[src/rtl/keypad_entry.sv]
// 4x4 matrix keypad scanner with frame-level debounce and signed 3-digit decimal entry.
// Committed entries are converted to an 8-bit two's-complement value on the enter key.
module keypad_entry #(
    parameter int SCAN_BITS      = 18,
    parameter int DEBOUNCE_SCANS = 4
) (
    input  logic       clk,
    input  logic       rst_n,
    input  logic [3:0] row,
    output logic [3:0] col,
    output logic [7:0] num,
    output logic       num_valid,
    output logic       err,
    output logic       entry_neg,
    output logic [1:0] digit_cnt,
    output logic       key_strobe,
    output logic [3:0] key_code
);

    typedef enum logic {RELEASED, PRESSED} key_state_t;

    localparam logic [3:0] DEB = 4'(DEBOUNCE_SCANS);

    logic [SCAN_BITS-1:0] dwell;
    logic [1:0]           idx;
    logic [15:0]          frame;
    logic                 frame_done;
    logic                 dwell_last;

    assign dwell_last = &dwell;
    assign col        = ~(4'b0001 << idx);

    // Rows are sampled on the final dwell cycle so they have settled behind the column drive.
    always_ff @(posedge clk or negedge rst_n) begin
        if (!rst_n) begin
            dwell      <= '0;
            idx        <= '0;
            frame      <= '0;
            frame_done <= 1'b0;
        end else begin
            dwell      <= dwell + SCAN_BITS'(1);
            frame_done <= dwell_last && (idx == 2'd3);
            if (dwell_last) begin
                frame[{idx, 2'b00} +: 4] <= row;
                idx                      <= idx + 2'd1;
            end
        end
    end

    function automatic logic [3:0] key_map(input logic [3:0] pos);
        case (pos)
            4'd0:  key_map = 4'h1;  4'd1:  key_map = 4'h4;
            4'd2:  key_map = 4'h7;  4'd3:  key_map = 4'h0;
            4'd4:  key_map = 4'h2;  4'd5:  key_map = 4'h5;
            4'd6:  key_map = 4'h8;  4'd7:  key_map = 4'hF;
            4'd8:  key_map = 4'h3;  4'd9:  key_map = 4'h6;
            4'd10: key_map = 4'h9;  4'd11: key_map = 4'hE;
            4'd12: key_map = 4'hA;  4'd13: key_map = 4'hB;
            4'd14: key_map = 4'hC;  default: key_map = 4'hD;
        endcase
    endfunction

    // Only a single low bit in the frame is a valid key; multiple lows are ghosting.
    logic [4:0] nlow;
    logic [3:0] pos;
    logic       present;
    logic [3:0] code;

    always_comb begin
        nlow = '0;
        pos  = '0;
        for (int i = 0; i < 16; i++) begin
            if (!frame[i]) begin
                nlow = nlow + 5'd1;
                pos  = 4'(i);
            end
        end
        present = (nlow == 5'd1);
        code    = key_map(pos);
    end

    key_state_t state, state_nx;
    logic [3:0] dcnt, dcnt_nx;
    logic [3:0] cand, cand_nx;
    logic       strobe_nx;
    logic [3:0] code_nx;

    always_ff @(posedge clk or negedge rst_n) begin
        if (!rst_n) begin
            state      <= RELEASED;
            dcnt       <= '0;
            cand       <= '0;
            key_strobe <= 1'b0;
            key_code   <= '0;
        end else begin
            state      <= state_nx;
            dcnt       <= dcnt_nx;
            cand       <= cand_nx;
            key_strobe <= strobe_nx;
            key_code   <= code_nx;
        end
    end

    always_comb begin
        state_nx  = state;
        dcnt_nx   = dcnt;
        cand_nx   = cand;
        strobe_nx = 1'b0;
        code_nx   = key_code;
        if (frame_done) begin
            case (state)
                RELEASED: begin
                    if (!present)
                        dcnt_nx = '0;
                    else if (code == cand && dcnt != 4'd0)
                        dcnt_nx = dcnt + 4'd1;
                    else begin
                        dcnt_nx = 4'd1;
                        cand_nx = code;
                    end
                    if (dcnt_nx == DEB) begin
                        state_nx  = PRESSED;
                        dcnt_nx   = '0;
                        strobe_nx = 1'b1;
                        code_nx   = code;
                    end
                end
                default: begin
                    dcnt_nx = present ? 4'd0 : dcnt + 4'd1;
                    if (dcnt_nx == DEB) begin
                        state_nx = RELEASED;
                        dcnt_nx  = '0;
                    end
                end
            endcase
        end
    end

    logic [9:0] mag;
    logic       in_range;

    // Negative entries may reach 128 since -128 is representable.
    assign in_range = entry_neg ? (mag <= 10'd128) : (mag <= 10'd127);

    always_ff @(posedge clk or negedge rst_n) begin
        if (!rst_n) begin
            mag       <= '0;
            digit_cnt <= '0;
            entry_neg <= 1'b0;
            num       <= '0;
            num_valid <= 1'b0;
            err       <= 1'b0;
        end else begin
            num_valid <= 1'b0;
            err       <= 1'b0;
            if (key_strobe) begin
                if (key_code <= 4'd9) begin
                    if (digit_cnt != 2'd3) begin
                        mag       <= (mag << 3) + (mag << 1) + {6'd0, key_code};
                        digit_cnt <= digit_cnt + 2'd1;
                    end
                end else if (key_code == 4'hA) begin
                    entry_neg <= ~entry_neg;
                end else if (key_code == 4'hC || key_code == 4'hF) begin
                    if (key_code == 4'hF) begin
                        if (in_range) begin
                            num       <= entry_neg ? (~mag[7:0] + 8'd1) : mag[7:0];
                            num_valid <= 1'b1;
                        end else begin
                            err <= 1'b1;
                        end
                    end
                    mag       <= '0;
                    digit_cnt <= '0;
                    entry_neg <= 1'b0;
                end
            end
        end
    end

endmodule

[config.mk]
export PLATFORM = sky130hd
export DESIGN_NAME = keypad_entry
export DESIGN_NICKNAME = d
export VERILOG_FILES = /design/src/rtl/keypad_entry.sv
export SDC_FILE = /design/constraint.sdc
export NUM_CORES = 1
export LEC_CHECK = 0
export BUFFER_PORTS_ARGS = -buffer_cell sky130_fd_sc_hd__buf_2
export CORE_MARGIN = 1.5
export CORE_UTILIZATION = 30
export DETAILED_ROUTE_END_ITERATION = 8
export SLEW_MARGIN = 20
export SYNTH_ARGS = -nofsm -noshare
export SYNTH_HDL_FRONTEND = slang
export SYNTH_SLANG_ARGS = --single-unit
[constraint.sdc]
create_clock -name clk -period 13.3 [get_ports clk]
set_clock_uncertainty 0.15 [all_clocks]
set_input_delay 2.66 -clock clk [delete_from_list [all_inputs] [get_ports clk]]
set_output_delay 2.66 -clock clk [all_outputs]
set_load 0.02 [all_outputs]
-- Word-level counts from Yosys, hierarchy flattened
Memories as Yosys holds them, arrays and structs flattened.
Index checks and enable logic that the tools add are counted.
- bits in registers: 74
- latch bits: 0
- memory bits (writable): 0
- memory bits (read-only): 64
- output and inout bits: 22
- logic and storage cells: 144
- memories: 1
- memories (memory ; words ; width ; read ports ; clocked after Yosys merged registers in ; write ports ; line ; RTL):
    (no name shown) ; 16 ; 4 ; 1 ; 0 ; 0 ; 51 ; case (pos)
- add/subtract/negate cells: 23
- $mul: 0
- divide/modulo/power cells: 0
- $lt $le $gt $ge: 3
- eq/ne operators: 11
- shift-type cells: 3
- muxes and demuxes: 69
- bitwise logic cells: 7
- reductions and logical operators: 12
- operators by type and width (cell ; number):
    4-bit two-way mux ; 21
    5-bit by 1-bit adder with 5-bit output, second input constant ; 15
    5-bit two-way mux ; 15
    10-bit two-way mux ; 4
    1-bit two-way mux ; 22
    18-bit by 1-bit adder with 18-bit output, second input constant ; 1
    18-bit AND reduction ; 1
    16-bit bitwise mux ; 1
    4-bit by 6-bit variable shift with 16-bit output, first input constant ; 1
    4-bit by 6-bit variable part select with 16-bit output ; 1
    4-bit == test, second input constant ; 3
    10-bit adder ; 1
    10-bit by 4-bit adder with 10-bit output ; 1
    10-bit by 7-bit <= comparator with 1-bit output, second input constant ; 1
    10-bit by 8-bit <= comparator with 1-bit output, second input constant ; 1
    2-bit two-way mux ; 5
    8-bit by 1-bit adder with 8-bit output, second input constant ; 1
    4-bit by 3-bit == test with 1-bit output, second input constant ; 2
    8-bit two-way mux ; 1
    8-bit inverter ; 1
    4-bit AND reduction ; 2
    4-bit negation with 6-bit output ; 1
    3-bit AND reduction ; 2
    6-bit AND reduction ; 1
    other kinds (15) ; 23

-- Logic depth before layout (Yosys ltp)
- depth after elaboration: 39
- gate-level depth with buffers: 52
- mapped depth without buffers: 52

-- Worst setup path before layout
OpenSTA, ideal clock, no wires.
- path type: register to register
- start: register frame[0]
- end: register key_code[0]
- arrival time: 9.551 ns
- setup slack: 3.474 ns
- cell stages (with the launch flop): 51
- path buffers: 1
- clock period less this slack: 9.826 ns
- cell sequence: dfrtp_1 inv_1 ha_1 clkbuf_2 xnor2_1 ha_1 mux2_2 ha_1 nand2b_1 nand2_1 ha_1 nor2_1 a31oi_1 nor2_1 inv_1 ha_1 nor2_1 a21oi_1 [... 15 more ...] nor2_1 a21oi_1 ha_1 nor2b_1 a21o_1 ha_1 nor2b_1 a221o_1 ha_1 nor2_1 a21oi_1 ha_1 nor2b_1 xnor2_1 xnor2_1 nand3_1 nor4_4 mux2_2
- cells in the longest elaborated chain, start to end: 37
- RTL lines (what ; line ; RTL):
    start, declared ; 26 ; logic [15:0] frame;
    start signal, assigned by index ; 44 ; frame[{idx, 2'b00} +: 4] <= row;
    1-bit two-way mux (*) ; 73 ; if (!frame[i]) begin
    5-bit by 1-bit adder with 5-bit output ; 74 ; nlow = nlow + 5'd1;
    5-bit two-way mux (*) ; 73 ;
    5-bit by 1-bit adder with 5-bit output ; 74 ;
    5-bit two-way mux (*) ; 73 ;
    5-bit by 1-bit adder with 5-bit output ; 74 ;
    5-bit two-way mux (*) ; 73 ;
    5-bit by 1-bit adder with 5-bit output ; 74 ;
    [... 21 more ...] ; - ;
    5-bit by 1-bit adder with 5-bit output ; 74 ;
    5-bit two-way mux (*) ; 73 ;
    5-bit by 1-bit == test with 1-bit output (*) ; 78 ; present = (nlow == 5'd1);
    4-bit two-way mux (*) ; 113 ; if (!present)
    4-bit two-way mux (*) ; 111 ; case (state)
    4-bit two-way mux (*) ; 110 ; if (frame_done) begin
    4-bit by 3-bit == test with 1-bit output (*) ; 121 ; if (dcnt_nx == DEB) begin
    3-bit AND reduction (no source line) (*) ; - ;
    end signal, assigned ; 100 ; key_code <= code_nx;
    end, declared ; 17 ; output logic [3:0] key_code
Every way passes the cells marked *; elsewhere a longest branch is shown, timed or not. The select of a mux whose other input is x is not followed.
A chain may end at the register's enable or synchronous reset.

-- Worst setup path in the final report
Same ends and word-level chain as after synthesis.

==> flow_summary.ini <==
[outcome]
status = complete, no violations

[floorplanning]
die-area_mm2 = 0.0191
core_mm2 = 0.0180
rows = 49
die_w_um = 138
initial_core_util_pct = 30.6
ioPinCount = 28
die_h_um = 138

[timing]
maxSlewViolCount = 0
setup_viol = 0
hold_violations = 0
worst_pin_slew_ns = 0.937
fin_crit_ns = 10.66
fin_setup_tns_ns = 0
rsz0062_at_grt = no
fmax_mhz = 93.8
slew_headroom_pct = 37.5
timing.final.crit_share_pct = 80.2

[clock_network]
cts_root_buf = clkbuf_16
clk_latency_ns = 0.33
hold_buffers = 0
cts_setup_buffers = 0
htreeDepth = 3
cts_buffers = 9
cts_tree = built
cts_buffer_depth = 2
clkSlewWorstSetupHoldPaths_ns = 0.06
post_cts_resized = 0
clkSinkCount = 74

[routing]
routed-via-count = 4083
drt_iter0_drc = 277
routed_wl_um = 10900
dr.pass1.iters = 4
routedWlPerCell_um = 12.8
ant_nets = 0
viasPerCell = 4.79
drcViolationCount = 0

[logic_synthesis]
syn_inst = 601
synth_seq_cells = 74
ys_seq_area_share_pct = 33.7
yosysUniqueCellTypes = 65
yosys_warnings = 0
syn_area_mm2 = 0.00550
synth-main-ff-cell = dfrtp_1
synth_edf_count = 0
postSynth.asyncResetShare_pct = 100
synth_area_per_cell_um2 = 9.14
syn-num-nets = 650

[finish]
drive_above_1_share_pct = 10.6
fin_area_mm2 = 0.00615
antenna_cells = 0
area.sequential_mm2 = 0.00185
fin_nets = 669
fin_cells = 852
area_delta_synth_final_pct = 11.9
fill_cells = 1834
multi_input_area_mm2 = 0.00344

[placement]
place_area_mm2 = 0.00583
place_inst = 838
numPortBuffers = 27
dp_hpwl_um = 8050
gp_congestion = 0.790

[worst_setup_path]
crit_buf_inv = 3
timing_worst_setup_path_type = flop to flop
worstPathRequired_ns = 13.36
cp_max_fo = 7
cp-end-kind = flop
max_stage_delay_ns = 0.47
arrival_ns = 10.72
crit_family = adder cells
slowest_stage = a221oi_1
start_kind = flop
cpMostUsedCell = ha_1

[global_route]
grt_first_pass_wirelength_um = 19600
grt_pass1_vias = 4021
antenna_found_initial = 0
grt_usage_pct = 12.1
gr-total-overflow = 0
grt_max_degree = 75

[power]
finalPower_uw = 490
power.leakage_nw = 3.02
pwr_density_cell_mw_per_mm2 = 79.6
max-vdd-ir-drop_mv = 0.0457

[flow_run]
drv_cap = 0

[hold_path]
hp-class = flop to flop
==> per-stage QoR <==
| stage | hold WS [ns] | worst slack (ns) | utilization [%] |
|---|---|---|---|
| 6_report | 0.312 | 2.64 | 34.2 |
| 5_1_grt | 0.326 | 1.64 | 34.2 |
| 4_1_cts | 0.318 | 2.65 | 34.2 |
| 3_5_place_dp | 0.306 | 2.69 | 32.5 |
| 3_3_place_gp | 0.303 | 2.88 | 32.5 |
| 2_1_floorplan | 0.284 | 3.47 | - |
==> synthesized netlist by cell type (all sizes together) (3+ instances only) <==
library cell | number | area, um2
inv | 28 | 105
nor4 | 5 | 46.3
o31ai | 3 | 22.5
nor3 | 10 | 55.1
xnor3 | 5 | 116
o21ai | 41 | 205
nand4 | 6 | 37.5
buf | 7 | 43.8
nand2 | 88 | 330
or3 | 4 | 25.0
clkbuf | 13 | 50.0
xor2 | 28 | 245
nand3b | 7 | 52.6
nand2b | 5 | 31.3
o211ai | 6 | 45.0
and3 | 10 | 62.6
a21o | 10 | 75.1
dfrtp | 74 | 1850
mux2 | 13 | 150
a32oi | 3 | 26.3
nand3 | 16 | 80.1
a21oi | 27 | 139
nor2 | 28 | 105
or2 | 3 | 18.8
a31oi | 3 | 18.8
ha | 41 | 513
xnor2 | 49 | 467
a22o | 11 | 96.3
and2 | 3 | 18.8
mux2i | 6 | 60.1
nor2b | 19 | 119
==> cell type report <==
| class | instances | share of cell area (%) |
|---|---|---|
| repair buffers | 28 | 2.36 |
| flip-flops and latches | 74 | 30.1 |
| multi-input cells | 479 | 56.0 |
| well taps | 229 | 4.66 |
| clock buffers | 10 | 3.89 |
| inverters | 28 | 1.71 |
| clock inverters | 4 | 1.26 |
==> state kept, by name, indices dropped and copies added (netlist names) <==
| name | count |
|---|---|
| cand | 4 |
| dcnt | 4 |
| digit_cnt | 2 |
| dwell | 18 |
| entry_neg | 1 |
| err | 1 |
| frame | 16 |
| frame_done | 1 |
| idx | 2 |
| key_code | 4 |
| key_strobe | 1 |
| mag | 10 |
| num | 8 |
| num_valid | 1 |
| state | 1 |
==> final timing paths <==
check	from	to	slack, ns	cells past startpoint
setup / recovery	frame[0]$_DFFE_PN0P_	key_code[0]$_DFFE_PN0P_	2.64	49
min in group asynchronous	rst_n	num_valid$_DFF_PN0_	2.32	1
hold / removal	dwell[11]$_DFF_PN0_	dwell[11]$_DFF_PN0_	0.31	1
setup reg to reg	frame[0]$_DFFE_PN0P_	key_code[0]$_DFFE_PN0P_	2.64	49
max in group asynchronous	rst_n	frame[15]$_DFFE_PN0P_	10.07	1
hold reg to reg	dwell[11]$_DFF_PN0_	dwell[11]$_DFF_PN0_	0.31	1
==> cell usage in the layout (no fill, tap or decap), types with 5 or more instances in the layout <==
cell type | netlist | final
mux2_2 | 12 | 12
buf_2 | 2 | 26
o21ai_0 | 40 | 40
and3_1 | 10 | 10
inv_1 | 28 | 28
nand3_1 | 16 | 16
nand4_1 | 6 | 6
clkbuf_16 | 0 | 9
ha_1 | 41 | 41
nor2b_1 | 19 | 19
a21o_1 | 10 | 10
mux2i_1 | 6 | 6
nor3_1 | 9 | 9
dfrtp_1 | 74 | 74
xnor2_1 | 47 | 47
nand3b_1 | 7 | 7
nand2b_1 | 5 | 5
a22o_1 | 11 | 11
xor2_1 | 28 | 28
o211ai_1 | 6 | 6
nor2_1 | 28 | 28
nand2_1 | 88 | 88
a21oi_1 | 26 | 26
==> kinds of logic (layout without fill, tap and decap cells) <==
kind of cell               Yosys count  in the layout  synth area share [%]
AOI/OAI and AO/OA                  121            121                  14.0
xor gates and xnor gates            82             82                  15.1
adders and majority gates           43             43                  10.1
buffers and inverters               48             70                  3.62
DFF                                 74             74                  33.7
muxes                               20             20                  4.30
and+or+nand+nor                    213            213                  19.2
==> report_power, final <==
part           total [mW]  internal, mW  switching, mW
Combinational     0.00584      0.000738        0.00510
Sequential          0.225         0.225              0
Clock               0.259         0.168         0.0908
==> per-layer routing <==
metal	track usage (%)	vias to the layer above	share of wire (%)
met5	0	-	0
li1	-	2136	-
met1	16.6	1904	51
met4	3.32	0	0.78
met2	19.8	39	47
met3	1.77	4	1.7
(Power assumes the default switching activity.)
